[config.mk]
export PLATFORM = sky130hd
export DESIGN_NAME = dm_access_unit_flat
export DESIGN_NICKNAME = d
export VERILOG_FILES = /design/src/rtl/dm_access_if.sv /design/src/rtl/dm_access_unit.sv /design/src/flat_wrapper.sv
export SDC_FILE = /design/constraint.sdc
export NUM_CORES = 1
export LEC_CHECK = 0
export ABC_AREA = 0
export BUFFER_PORTS_ARGS = -buffer_cell sky130_fd_sc_hd__clkbuf_2
export CAP_MARGIN = 10
export CELL_PAD_IN_SITES_DETAIL_PLACEMENT = 1
export CELL_PAD_IN_SITES_GLOBAL_PLACEMENT = 2
export CORE_ASPECT_RATIO = 0.9
export CORE_UTILIZATION = 33
export CTS_BUF_LIST = sky130_fd_sc_hd__clkbuf_2 sky130_fd_sc_hd__clkbuf_4 sky130_fd_sc_hd__clkbuf_8
export DETAILED_ROUTE_END_ITERATION = 8
export PLACE_DENSITY_LB_ADDON = 0.1
export SLEW_MARGIN = 20
export SYNTH_ARGS = -nofsm -noshare
export SYNTH_HDL_FRONTEND = slang
export SYNTH_SLANG_ARGS = --single-unit
[constraint.sdc]
create_clock -name clk -period 2.8 [get_ports clk]
set_input_delay 0.42 -clock clk [delete_from_list [all_inputs] [get_ports clk]]
set_output_delay 0.42 -clock clk [all_outputs]
set_load 0.005 [all_outputs]
[src/rtl/dm_access_if.sv]
// Request/response handshake plus the dm data-memory port of dm_access_unit.
// slave = the access unit; master = pipeline/dm side driving it.
interface dm_access_if #(parameter int ADDR_W = 10);
  logic              req_valid;
  logic              req_ready;
  logic              req_we;
  logic [1:0]        req_size;
  logic              req_signed;
  logic [31:0]       req_addr;
  logic [31:0]       req_wdata;
  logic              resp_valid;
  logic              resp_err;
  logic [31:0]       resp_rdata;
  logic [ADDR_W-1:0] dm_addr;
  logic              dm_ctrl_w;
  logic              dm_ctrl_r;
  logic [31:0]       dm_wdata;
  logic [31:0]       dm_rdata;

  modport slave (
    input  req_valid, req_we, req_size, req_signed, req_addr, req_wdata, dm_rdata,
    output req_ready, resp_valid, resp_err, resp_rdata,
           dm_addr, dm_ctrl_w, dm_ctrl_r, dm_wdata
  );

  modport master (
    output req_valid, req_we, req_size, req_signed, req_addr, req_wdata, dm_rdata,
    input  req_ready, resp_valid, resp_err, resp_rdata,
           dm_addr, dm_ctrl_w, dm_ctrl_r, dm_wdata
  );
endinterface

[src/rtl/dm_access_unit.sv]
// MEM-stage initiator for the dm port: byte/half/word loads with extension,
// sub-word stores via read-modify-write, misaligned/illegal requests rejected.
module dm_access_unit #(
  parameter int ADDR_W = 10
) (
  input  logic         clk,
  input  logic         rst_n,
  dm_access_if.slave   bus
);

  localparam logic [2:0] S_IDLE = 3'd0;
  localparam logic [2:0] S_RD   = 3'd1;
  localparam logic [2:0] S_CAP  = 3'd2;
  localparam logic [2:0] S_WR   = 3'd3;
  localparam logic [2:0] S_RESP = 3'd4;

  typedef struct packed {
    logic        we;
    logic [1:0]  size;
    logic        sgn;
    logic [1:0]  lane;
    logic [15:0] wdata;
  } req_t;

  logic [2:0]        state;
  req_t              rq;
  logic              err_q;
  logic [31:0]       rdata_q;
  logic [ADDR_W-1:0] addr_q;
  logic [31:0]       wdata_q;

  logic              bad;
  logic [31:0]       sh;
  logic [7:0]        byte_v;
  logic [15:0]       half_v;
  logic [31:0]       ld_val;
  logic [31:0]       merged;
  logic              unused_ok;

  assign unused_ok = ^bus.req_addr[31:ADDR_W+2];

  assign bad = (bus.req_size == 2'b11) ||
               (bus.req_size == 2'b01 && bus.req_addr[0]) ||
               (bus.req_size == 2'b10 && bus.req_addr[1:0] != 2'b00);

  // Lane extraction and merge both work on the word returned during CAP.
  always_comb begin
    sh     = bus.dm_rdata >> {rq.lane, 3'b000};
    byte_v = sh[7:0];
    half_v = rq.lane[1] ? bus.dm_rdata[31:16] : bus.dm_rdata[15:0];
    case (rq.size)
      2'b00:   ld_val = {{24{rq.sgn & byte_v[7]}}, byte_v};
      2'b01:   ld_val = {{16{rq.sgn & half_v[15]}}, half_v};
      default: ld_val = bus.dm_rdata;
    endcase
    merged = bus.dm_rdata;
    if (rq.size == 2'b00) merged[{rq.lane, 3'b000} +: 8] = rq.wdata[7:0];
    else                  merged[{rq.lane[1], 4'b0000} +: 16] = rq.wdata;
  end

  always_ff @(posedge clk or negedge rst_n) begin
    if (!rst_n) begin
      state   <= S_IDLE;
      rq      <= '0;
      err_q   <= 1'b0;
      rdata_q <= '0;
      addr_q  <= '0;
      wdata_q <= '0;
    end else begin
      case (state)
        S_IDLE: if (bus.req_valid) begin
          rq      <= '{we: bus.req_we, size: bus.req_size, sgn: bus.req_signed,
                       lane: bus.req_addr[1:0], wdata: bus.req_wdata[15:0]};
          err_q   <= bad;
          rdata_q <= '0;
          addr_q  <= bus.req_addr[ADDR_W+1:2];
          if (bad) state <= S_RESP;
          else if (bus.req_we && bus.req_size == 2'b10) begin
            wdata_q <= bus.req_wdata;
            state   <= S_WR;
          end else state <= S_RD;
        end
        S_RD:  state <= S_CAP;
        S_CAP: if (rq.we) begin
          wdata_q <= merged;
          state   <= S_WR;
        end else begin
          rdata_q <= ld_val;
          state   <= S_RESP;
        end
        S_WR:    state <= S_RESP;
        S_RESP:  state <= S_IDLE;
        default: state <= S_IDLE;
      endcase
    end
  end

  // Strobes decode straight from state so an async reset drops them at once.
  assign bus.req_ready  = (state == S_IDLE);
  assign bus.dm_ctrl_r  = (state == S_RD);
  assign bus.dm_ctrl_w  = (state == S_WR);
  assign bus.dm_addr    = addr_q;
  assign bus.dm_wdata   = wdata_q;
  assign bus.resp_valid = (state == S_RESP);
  assign bus.resp_err   = (state == S_RESP) & err_q;
  assign bus.resp_rdata = (state == S_RESP) ? rdata_q : 32'd0;

endmodule
[src/flat_wrapper.sv]
// flat-port wrapper written by rule: the top's interface ports become plain ports
module dm_access_unit_flat 
#(
  parameter int ADDR_W = 10
)
  (clk, rst_n, bus_req_valid, bus_req_we, bus_req_size, bus_req_signed, bus_req_addr, bus_req_wdata, bus_dm_rdata, bus_req_ready, bus_resp_valid, bus_resp_err, bus_resp_rdata, bus_dm_addr, bus_dm_ctrl_w, bus_dm_ctrl_r, bus_dm_wdata);
  dm_access_if #(.ADDR_W(ADDR_W)) bus_i ();
  input  logic clk;
  input  logic rst_n;
  input wire logic [$bits(bus_i.req_valid)-1:0] bus_req_valid;
  input wire logic [$bits(bus_i.req_we)-1:0] bus_req_we;
  input wire logic [$bits(bus_i.req_size)-1:0] bus_req_size;
  input wire logic [$bits(bus_i.req_signed)-1:0] bus_req_signed;
  input wire logic [$bits(bus_i.req_addr)-1:0] bus_req_addr;
  input wire logic [$bits(bus_i.req_wdata)-1:0] bus_req_wdata;
  input wire logic [$bits(bus_i.dm_rdata)-1:0] bus_dm_rdata;
  output wire logic [$bits(bus_i.req_ready)-1:0] bus_req_ready;
  output wire logic [$bits(bus_i.resp_valid)-1:0] bus_resp_valid;
  output wire logic [$bits(bus_i.resp_err)-1:0] bus_resp_err;
  output wire logic [$bits(bus_i.resp_rdata)-1:0] bus_resp_rdata;
  output wire logic [$bits(bus_i.dm_addr)-1:0] bus_dm_addr;
  output wire logic [$bits(bus_i.dm_ctrl_w)-1:0] bus_dm_ctrl_w;
  output wire logic [$bits(bus_i.dm_ctrl_r)-1:0] bus_dm_ctrl_r;
  output wire logic [$bits(bus_i.dm_wdata)-1:0] bus_dm_wdata;
  assign bus_i.req_valid = bus_req_valid;
  assign bus_i.req_we = bus_req_we;
  assign bus_i.req_size = bus_req_size;
  assign bus_i.req_signed = bus_req_signed;
  assign bus_i.req_addr = bus_req_addr;
  assign bus_i.req_wdata = bus_req_wdata;
  assign bus_i.dm_rdata = bus_dm_rdata;
  assign bus_req_ready = bus_i.req_ready;
  assign bus_resp_valid = bus_i.resp_valid;
  assign bus_resp_err = bus_i.resp_err;
  assign bus_resp_rdata = bus_i.resp_rdata;
  assign bus_dm_addr = bus_i.dm_addr;
  assign bus_dm_ctrl_w = bus_i.dm_ctrl_w;
  assign bus_dm_ctrl_r = bus_i.dm_ctrl_r;
  assign bus_dm_wdata = bus_i.dm_wdata;
  dm_access_unit #(.ADDR_W(ADDR_W)) u_core (.clk(clk), .rst_n(rst_n), .bus(bus_i));
endmodule
==> impl_metrics.env <==
export IMPL_synth_top_family_by_area="compound AO/OA/AOI/OAI gates"
export IMPL_worstSkewPairLatency_ps=390
export IMPL_worstPathRequired_ps=3110
export IMPL_cts_tree="built"
export IMPL_synthTopCellsByCount="100 x dfrtp_1, 66 x mux2_2, 53 x nand2_1"
export IMPL_postCtsHoldBufs=0
export IMPL_fin_tns_setup_ps=0
export IMPL_synth_top_area_share_pct=39.75
export IMPL_cap_violations=0
export IMPL_via_count=5686
export IMPL_track_usage_pct=23.38
export IMPL_cts_max_path_buffers=2
export IMPL_hp_class="in -> async"
export IMPL_fp_dieArea_sq_um=19630
export IMPL_start_kind="flop"
export IMPL_drt_iter0_drc=411
export IMPL_drtPass1Iterations=4
export IMPL_synth_area_leaders="dfrtp_1 40%, mux2_2 12%, mux2i_1 5.9%"
export IMPL_path_class="reg -> reg"
export IMPL_crit_fanout=16
export IMPL_fin_crit_sh_pct=88.28
export IMPL_synthArstFlopShare_pct=100.0
export IMPL_ios=182
export IMPL_whs_ps=26.39
export IMPL_rsz0062_at_grt="false"
export IMPL_dpl_instance_area_sq_um=7323
export IMPL_post_cts_buffers=0
export IMPL_worst_pin_slew_ps=792.6
export IMPL_cts_root_buf="clkbuf_8"
export IMPL_hpwlAfterDp_um=16820
export IMPL_clock_sinks=100
export IMPL_drt_total_wl_um=22350
export IMPL_die_height_um=133.0
export IMPL_cts_resized=0
export IMPL_grt_overflow_total=0
export IMPL_drc=0
export IMPL_final_core_util_pct=40.54
export IMPL_slew_viol_final=0
export IMPL_period_minus_slack_ps=2472
export IMPL_status="finished, final reports clean"
export IMPL_ant_nets=0
export IMPL_dieWidth_um=147.6
export IMPL_clock_fmax_ghz=0.4046
export IMPL_synth_seq_area_share_pct=39.75
export IMPL_synthAdderAreaFrac_pct=0.9938
export IMPL_p_total_uw=8088
export IMPL_syn_to_final_growth_pct=19.30
export IMPL_slew_headroom_pct=47.16
export IMPL_viasPerCell=5.504
export IMPL_core_sq_um=18520
export IMPL_synth_cells=639
export IMPL_synth_xor_area_share_pct=0
export IMPL_grtUsageMet3_pct=3.862
export IMPL_synth_mux_area_share_pct=18.05
export IMPL_ys_seq_elements=100
export IMPL_cp_end_kind="flop"
export IMPL_grt_pass1_vias=5905
export IMPL_cp_data_arrival_time_ps=2780
export IMPL_ys_warn_count=0
export IMPL_global_route_usage_met1_pct=32.16
export IMPL_busiest_layer="met2"
export IMPL_grt_max_degree=48
export IMPL_synth_most_common_cell="dfrtp_1"
export IMPL_h_tree_depth=3
export IMPL_port_buffers=161
export IMPL_cellPowerDensity_nw_per_um2=1077
export IMPL_vdd_drop_max_uv=450.8
export IMPL_syn_nets=747
export IMPL_synth_edff_count=0
export IMPL_grt_pass1_wl_um=34490
export IMPL_cts_buffers=9
export IMPL_rows=47
export IMPL_clkTransAtPathRegs_ps=100
export IMPL_fin_nets=891
export IMPL_finalSetupViolCount=0
export IMPL_leakage_uw=0.003619
export IMPL_synthFlopType="dfrtp_1"
export IMPL_synth_cell_type_count=48
export IMPL_drive_gt1_share_pct=35.66
export IMPL_n_antenna_cell=0
export IMPL_design_area_sq_um=7510
export IMPL_synth_avg_cell_area_sq_um=9.851
export IMPL_gr_usage_met2_pct=37.89
export IMPL_fin_skew_ps=7.784
export IMPL_antenna_found_initial=0
export IMPL_routedWlPerCell_um=21.64
export IMPL_routabilityCongestion=0.8696
export IMPL_syn_area_sq_um=6295
export IMPL_synth_top_area_cell="dfrtp_1"
export IMPL_final_fill_count=2193
export IMPL_synth_simple_gate_area_share_pct=14.83
export IMPL_start_util_pct=33.98
export IMPL_final_hold_violation_count=0
export IMPL_synth_compound_area_share_pct=19.52
==> sequential cells by signal, summed over array words and instances (netlist names) <==
| name | cells |
|---|---|
| u_core.rdata_q | 32 |
| u_core.state | 3 |
| u_core.err_q | 1 |
| u_core.rq | 22 |
| u_core.bus.dm_wdata | 32 |
| u_core.bus.dm_addr | 10 |
==> placed cells by master (no fill, tap or decap), types with 23 or more instances in the layout <==
cell / instances
inv_1: 28
a21oi_1: 23
nand2_1: 53
and3_1: 34
mux2i_1: 37
clkbuf_2: 160
a22oi_1: 27
o21ai_0: 29
mux2_2: 66
dfrtp_1: 99
buf_4: 25
==> kinds of logic after synthesis <==
logic type / after synthesis
simple gates: 174
compound gates: 172
mux: 104
flops: 100
buf+inv: 84
fa+ha+maj: 5
==> layout make-up <==
cell class | instances | area (sq um) | area share [%]
sequential | 100 | 2504 | 33.34
tap | 245 | 306.5 | 4.082
clock buffer | 11 | 151.4 | 2.016
timing repair buffer | 187 | 1028 | 13.70
inverter | 30 | 112.6 | 1.500
clock inverter | 5 | 35.03 | 0.4665
multi-input combinational | 455 | 3372 | 44.90
==> metal layers <==
layer / part of all wire (%) / vias up
met5: 0 / -
li1: - / 2636
met2: 47 / 151
met4: 1.2 / 0
met3: 4.5 / 18
met1: 47 / 2881
==> worst paths after layout <==
check	from	to	slack (ps)	cells after the start
max in group asynchronous	rst_n	u_core.bus.dm_wdata[13]$_DFFE_PN0P_	2090	2
max	u_core.rq[17]$_DFFE_PN0P_	u_core.bus.dm_wdata[19]$_DFFE_PN0P_	330	6
min reg2reg	u_core.rdata_q[15]$_DFFE_PN0P_	u_core.rdata_q[15]$_DFFE_PN0P_	490	1
min in group clk	bus_req_signed	u_core.rq[18]$_DFFE_PN0P_	250	2
min	rst_n	u_core.state[0]$_DFFE_PN0P_	30	1
max reg2reg	u_core.rq[17]$_DFFE_PN0P_	u_core.bus.dm_wdata[19]$_DFFE_PN0P_	330	6
==> critical path: stages (launching register included) <==
cell	delay, ps
dfrtp_2	390
clkinv_1	300
ha_1	440
or3b_1	650
nor3_1	310
o22ai_1	130
mux2i_1	170
==> where the power goes <==
group / leakage [uW] / switching, uW / total (uW) / internal, uW
sequential: 0.00124 / 572 / 2690 / 2120
combinational: 0.00228 / 2520 / 4470 / 1950
clock: 0.0000957 / 546 / 920 / 374
==> metrics by stage <==
stage / std cells / setup WS (ps)
global placement: 1017 / 497.0
global route: 1033 / 138.3
floorplan: 639 / 312.2
detailed placement: 1017 / 348.8
CTS: 1033 / 315.9
finish: 1033 / 328.2
(Power assumes the default switching activity.)
